<file path="src/rtl/pb_pkg.sv">
// Shared types and widths for the parallel-bus command path.
// The UART command parser uses the same address/data widths.
package pb_pkg;

    localparam int PB_ADDR_W = 3;
    localparam int PB_DATA_W = 8;

    typedef enum logic [2:0] {
        BRESET = 3'd0,
        IDLE   = 3'd1,
        SETUP  = 3'd2,
        STROBE = 3'd3,
        HOLD   = 3'd4,
        RESP   = 3'd5
    } pb_state_t;

endpackage

</file>
<file path="src/rtl/pb_bus_sequencer.sv">
// Runs one timed read/write cycle on the board's parallel bus per accepted command,
// and owns the board reset sequence (power-up and on request).
module pb_bus_sequencer
    import pb_pkg::*;
#(
    parameter int RESET_CYCLES  = 100,
    parameter int SETUP_CYCLES  = 3,
    parameter int STROBE_CYCLES = 6,
    parameter int HOLD_CYCLES   = 3
) (
    input  logic                 clock,
    input  logic                 reset_n,
    input  logic                 reset_req,
    input  logic                 cmd_valid,
    output logic                 cmd_ready,
    input  logic                 cmd_write,
    input  logic                 cmd_test,
    input  logic [PB_ADDR_W-1:0] cmd_addr,
    input  logic [PB_DATA_W-1:0] cmd_wdata,
    output logic                 rsp_valid,
    output logic                 rsp_write,
    output logic [PB_DATA_W-1:0] rsp_rdata,
    output logic [PB_DATA_W-1:0] bus_data_out,
    output logic                 bus_data_oe,
    input  logic [PB_DATA_W-1:0] bus_data_in,
    output logic [PB_ADDR_W-1:0] bus_addr,
    output logic                 bus_test_addr,
    output logic                 bus_rd,
    output logic                 bus_wr,
    output logic                 bus_b0,
    output logic                 bus_reset
);

    localparam int MAX_AB = (RESET_CYCLES > SETUP_CYCLES) ? RESET_CYCLES : SETUP_CYCLES;
    localparam int MAX_CD = (STROBE_CYCLES > HOLD_CYCLES) ? STROBE_CYCLES : HOLD_CYCLES;
    localparam int MAX_P  = (MAX_AB > MAX_CD) ? MAX_AB : MAX_CD;
    localparam int CNT_W  = $clog2(MAX_P + 1);

    localparam logic [CNT_W-1:0] RST_LAST  = CNT_W'(RESET_CYCLES - 1);
    localparam logic [CNT_W-1:0] SETUP_LD  = CNT_W'(SETUP_CYCLES - 1);
    localparam logic [CNT_W-1:0] STROBE_LD = CNT_W'(STROBE_CYCLES - 1);
    localparam logic [CNT_W-1:0] HOLD_LD   = CNT_W'(HOLD_CYCLES - 1);

    pb_state_t        state;
    logic [CNT_W-1:0] cnt;
    logic             wr_q;
    logic             pend;
    logic             req_any;

    assign req_any = pend | reset_req;

    always_ff @(posedge clock or negedge reset_n) begin
        if (!reset_n) begin
            state         <= BRESET;
            cnt           <= '0;
            wr_q          <= 1'b0;
            pend          <= 1'b0;
            cmd_ready     <= 1'b0;
            rsp_valid     <= 1'b0;
            rsp_write     <= 1'b0;
            rsp_rdata     <= '0;
            bus_data_out  <= '0;
            bus_data_oe   <= 1'b0;
            bus_addr      <= '0;
            bus_test_addr <= 1'b0;
            bus_rd        <= 1'b0;
            bus_wr        <= 1'b0;
            bus_b0        <= 1'b0;
            bus_reset     <= 1'b1;
        end else begin
            rsp_valid <= 1'b0;
            // Requests arriving mid-cycle wait until the cycle would return to IDLE.
            if (reset_req && state != IDLE)
                pend <= 1'b1;

            case (state)
                // The board reset counts up from the reset value of the shared counter;
                // the bus-cycle states load and count down.
                BRESET: begin
                    if (cnt == RST_LAST) begin
                        cnt <= '0;
                        if (req_any) begin
                            pend <= 1'b0;
                        end else begin
                            state     <= IDLE;
                            bus_reset <= 1'b0;
                            bus_b0    <= 1'b1;
                            cmd_ready <= 1'b1;
                        end
                    end else begin
                        cnt <= cnt + CNT_W'(1);
                    end
                end
                IDLE: begin
                    if (reset_req) begin
                        state     <= BRESET;
                        cnt       <= '0;
                        cmd_ready <= 1'b0;
                        bus_reset <= 1'b1;
                        bus_b0    <= 1'b0;
                    end else if (cmd_valid) begin
                        state         <= SETUP;
                        cnt           <= SETUP_LD;
                        cmd_ready     <= 1'b0;
                        wr_q          <= cmd_write;
                        bus_addr      <= cmd_addr;
                        bus_test_addr <= cmd_test;
                        bus_data_oe   <= cmd_write;
                        rsp_rdata     <= '0;
                        if (cmd_write)
                            bus_data_out <= cmd_wdata;
                    end
                end
                SETUP: begin
                    if (cnt == '0) begin
                        state  <= STROBE;
                        cnt    <= STROBE_LD;
                        bus_wr <= wr_q;
                        bus_rd <= ~wr_q;
                    end else begin
                        cnt <= cnt - CNT_W'(1);
                    end
                end
                STROBE: begin
                    if (cnt == '0) begin
                        state  <= HOLD;
                        cnt    <= HOLD_LD;
                        bus_wr <= 1'b0;
                        bus_rd <= 1'b0;
                        if (!wr_q)
                            rsp_rdata <= bus_data_in;
                    end else begin
                        cnt <= cnt - CNT_W'(1);
                    end
                end
                HOLD: begin
                    if (cnt == '0) begin
                        state       <= RESP;
                        rsp_valid   <= 1'b1;
                        rsp_write   <= wr_q;
                        bus_data_oe <= 1'b0;
                    end else begin
                        cnt <= cnt - CNT_W'(1);
                    end
                end
                RESP: begin
                    if (req_any) begin
                        state     <= BRESET;
                        cnt       <= '0;
                        pend      <= 1'b0;
                        bus_reset <= 1'b1;
                        bus_b0    <= 1'b0;
                    end else begin
                        state     <= IDLE;
                        cmd_ready <= 1'b1;
                    end
                end
                default: state <= BRESET;
            endcase
        end
    end

endmodule

</file>
<file path="config.mk">
export PLATFORM = sky130hd
export DESIGN_NAME = pb_bus_sequencer
export DESIGN_NICKNAME = d
export VERILOG_FILES = /design/src/rtl/pb_pkg.sv /design/src/rtl/pb_bus_sequencer.sv
export SDC_FILE = /design/constraint.sdc
export NUM_CORES = 1
export LEC_CHECK = 0
export BUFFER_PORTS_ARGS = -buffer_cell sky130_fd_sc_hd__buf_2
export CORE_MARGIN = 1
export CORE_UTILIZATION = 45
export CTS_BUF_LIST = sky130_fd_sc_hd__clkbuf_8
export DETAILED_ROUTE_END_ITERATION = 7
export MAX_ROUTING_LAYER = met4
export PLACE_DENSITY = 0.69
export SLEW_MARGIN = 20
export SYNTH_ARGS = -nofsm -noshare
export SYNTH_HDL_FRONTEND = slang
export SYNTH_SLANG_ARGS = --single-unit
</file>
<file path="constraint.sdc">
create_clock -name clock -period 4.35 [get_ports clock]
set_input_delay 0.2175 -clock clock [delete_from_list [all_inputs] [get_ports clock]]
set_output_delay 0.2175 -clock clock [all_outputs]
set_load 0.02 [all_outputs]
</file>
==> run_results.csv <==
group,metric,value,unit
detailed_routing,wl_met1,2.09,mm
logic_synthesis,synth_cells,205,
final_layout,drive_gt1_share,36.9,%
final_layout,fin_util,56.9,%
detailed_routing,first_pass_iters,4,
run,maxCapViolCount,0,
worst_setup_path,start_kind,"register",
timing,finalCritPeriodShare,54.6,%
timing,fmax,0.421,GHz
pwr,p_sw_share,21.2,%
cts,insertion_delay,0.29,ns
pwr,pwr-share-seq,52.8,%
worst_setup_path,worst_ep_arrival_time,2.56,ns
place,place.gp.congestion,0.932,
logic_synthesis,syn_avg_cell_area,10.6,um^2
logic_synthesis,ys_ff_latch,40,
grt,grt_max_degree,41,
pwr,finalPower,707,uW
timing,min_period,2.38,ns
final_layout,fillers,392,
logic_synthesis,synth_cell_types,53,
hold_path,hp-class,"in -> async",
detailed_routing,num_vias,1762,
cts,ctsLongestPathBuffers,2,
cts,cts-root-buf,"clkbuf_8",
grt,antenna_found_initial,0,
floorplan,num_rows,24,
cts,cts_tree,"built",
timing,rsz0062_at_grt,"no",
detailed_routing,met3_length,292,um
timing,relSlewSlack,41.7,%
worst_setup_path,worstPathRequired,4.53,ns
cts,cts_buffers,5,
detailed_routing,route.detailed.drc,0,
logic_synthesis,synthFlopType,"dfrtp_1",
place,numPortBuffers,52,
floorplan,die_height,71.5,um
cts,hold_buffers,0,
pwr,leakage,0.00128,uW
logic_synthesis,synth-compound-area-share,16.4,%
detailed_routing,met2_length,2.04,mm
pwr,power.density,276,mW/mm^2
final_layout,design_area,0.00256,mm^2
detailed_routing,totalWireLength,4.49,mm
logic_synthesis,synth_area_leaders,"dfrtp_1 (45%), mux2_2 (6.2%), mux2_4 (5.5%), nor2_1 (2.9%), nand2_1 (2.8%)",
logic_synthesis,synth_top_area_cell,"dfrtp_1",
pwr,intPower,557,uW
detailed_routing,detail_route.iter0.violations,84,
cts,post-cts-setup-buffers,0,
final_layout,finalNetCount,282,
logic_synthesis,synth_top_family_by_area,"simple AND/OR/NAND/NOR gates",
timing,fin_skew,0.00857,ns
logic_synthesis,synth.top_cell.area_share,44.9,%
grt,grt_pass1_vias,1621,
logic_synthesis,synth_fa_ha_area_share,1.73,%
worst_setup_path,worstSetupPathType,"reg -> reg",
logic_synthesis,async_flop_share,100,%
grt,grt_overflow_total,0,
worst_setup_path,critical_path.endpoint_type,"register",
detailed_routing,top_layer_used,"met4",
timing,hold_violations,0,
final_layout,area_growth,18.0,%
pwr,p_sw,150,uW
floorplan,die_area,0.00511,mm^2
floorplan,coreArea,0.00450,mm^2
timing,tns,0,ns
timing,slew_violations,0,
final_layout,multi_input_area,0.00109,mm^2
cts,clkSlewWorstSetupHoldPaths,0.09,ns
floorplan,io_pins,53,
worst_setup_path,startpoint,"state[0]",
detailed_routing,ant_nets,0,
pwr,ir_worst_vdd,0.136,mV
final_layout,most-common-layout-cells,"buf_2 (52), dfrtp_1 (39), nor2_1 (17), nand2_1 (16), mux2_2 (12)",
grt,grt.total_usage,19.2,%
final_layout,seqCellArea,0.00100,mm^2
detailed_routing,wl_per_cell,14.6,um
logic_synthesis,synth-edff-count,0,
floorplan,start_util,48.2,%
logic_synthesis,syn_area,0.00217,mm^2
status,status,"complete, no violations",
worst_setup_path,reg2reg_from,"state[0]",
final_layout,final_common_cell,"buf_2",
final_layout,insertedDiodeCount,0,
pwr,clkPwrFrac,43.7,%
logic_synthesis,synth_simple_gate_area_share,19.0,%
place,hpwl,3.21,mm
logic_synthesis,synth_xor_area_share,0.403,%
logic_synthesis,synth.net_count,233,
timing,finalSetupViolCount,0,
timing,tightest_slew,0.874,ns
place,dpl_cell_area,0.00245,mm^2
detailed_routing,vias_per_cell,5.74,
cts,cts_sinks,40,
pwr,combPwrFrac,3.5,%
floorplan,die_w,71.5,um
logic_synthesis,synthMuxAreaShare,12.7,%
logic_synthesis,synth_warnings,0,
cts,htreeDepth,2,
grt,grt_pass1_wl,7.44,mm
worst_setup_path,path_max_fanout,30,
cts,ctsResizeCount,0,
logic_synthesis,ys_seq_area_share,46.1,%
## cell usage after synthesis (all sizes together), types with 2 or more instances
| master | count |
|---|---|
| a31oi | 3 |
| o21ai | 11 |
| dfrtp | 39 |
| a221oi | 4 |
| nor3b | 2 |
| a21oi | 9 |
| and3 | 8 |
| a21o | 2 |
| mux2 | 21 |
| or2 | 4 |
| nor3 | 5 |
| nor4 | 2 |
| or4b | 2 |
| ha | 3 |
| a32oi | 3 |
| o211ai | 3 |
| nor2 | 20 |
| buf | 5 |
| clkbuf | 6 |
| nand4 | 2 |
| a311oi | 2 |
| nand3 | 4 |
| nand2 | 16 |
| o31ai | 4 |
| inv | 6 |
## routing by layer
layer / vias up / track usage (%)
met5: - / -
met4: 0 / 7.41
met3: 7 / 3.94
met2: 69 / 28.9
met1: 827 / 25.5
li1: 859 / -
## registers in the layout, indices dropped and copies added, names as in the netlist, 3 cells and up
name	cells
bus_data_out	8
rsp_rdata	8
cnt	7
bus_addr	3
state	3
## power groups by stage
stage,combinational [uW],clock [uW],sequential (uW)
after global placement,25.9,0,381
after floorplan,4.56,0,382
after detailed placement,25.9,0,381
final,25.0,309,373
after global routing,28.3,329,373
after CTS,26.0,319,373
## area by class of cell
class / instances / share of cell area [%]
Multi-Input combinational cell: 148 / 42.6
Sequential cell: 40 / 39.1
Timing Repair Buffer: 53 / 10.4
Clock buffer: 5 / 2.68
Tap cell: 52 / 2.54
Clock inverter: 3 / 1.80
Inverter: 6 / 0.878
## cells by family after synthesis
kind of cell	count (synthesis)
multiplexers	22
AND/OR/NAND/NOR	73
XOR/XNOR	1
adder cells (fa/ha/maj)	3
buffers and inverters	17
AO/OA/AOI/OAI	49
flip-flops	40
## critical path: stages (launching register included)
cell and delay [ns]:
dfrtp_1 0.87, or4b_2 0.65, o211ai_1 0.26, a21o_1 0.28
o21ai_0 0.13, o311ai_0 0.10
## per-stage QoR
step	setup slack (ns)	instances	hold slack (ns)
floorplan	2.27	205	-0.0781
global placement	2.03	299	0.395
detailed placement	1.97	299	0.389
CTS	1.97	307	0.0752
global route	1.73	307	0.122
finish	1.97	307	0.0351
## path summary, 6_finish.rpt
kind	end	slack [ns]	cells past startpoint
setup reg to reg	cnt[5]	1.97	5
min in group clock	bus_data_out[5]	0.15	2
hold / removal	cnt[5]	0.04	1
hold reg to reg	bus_rd	0.49	1
setup / recovery	cnt[5]	1.97	5
max in group asynchronous	cmd_ready	3.77	1
No activity file was read; power rests on OpenSTA's default activity.
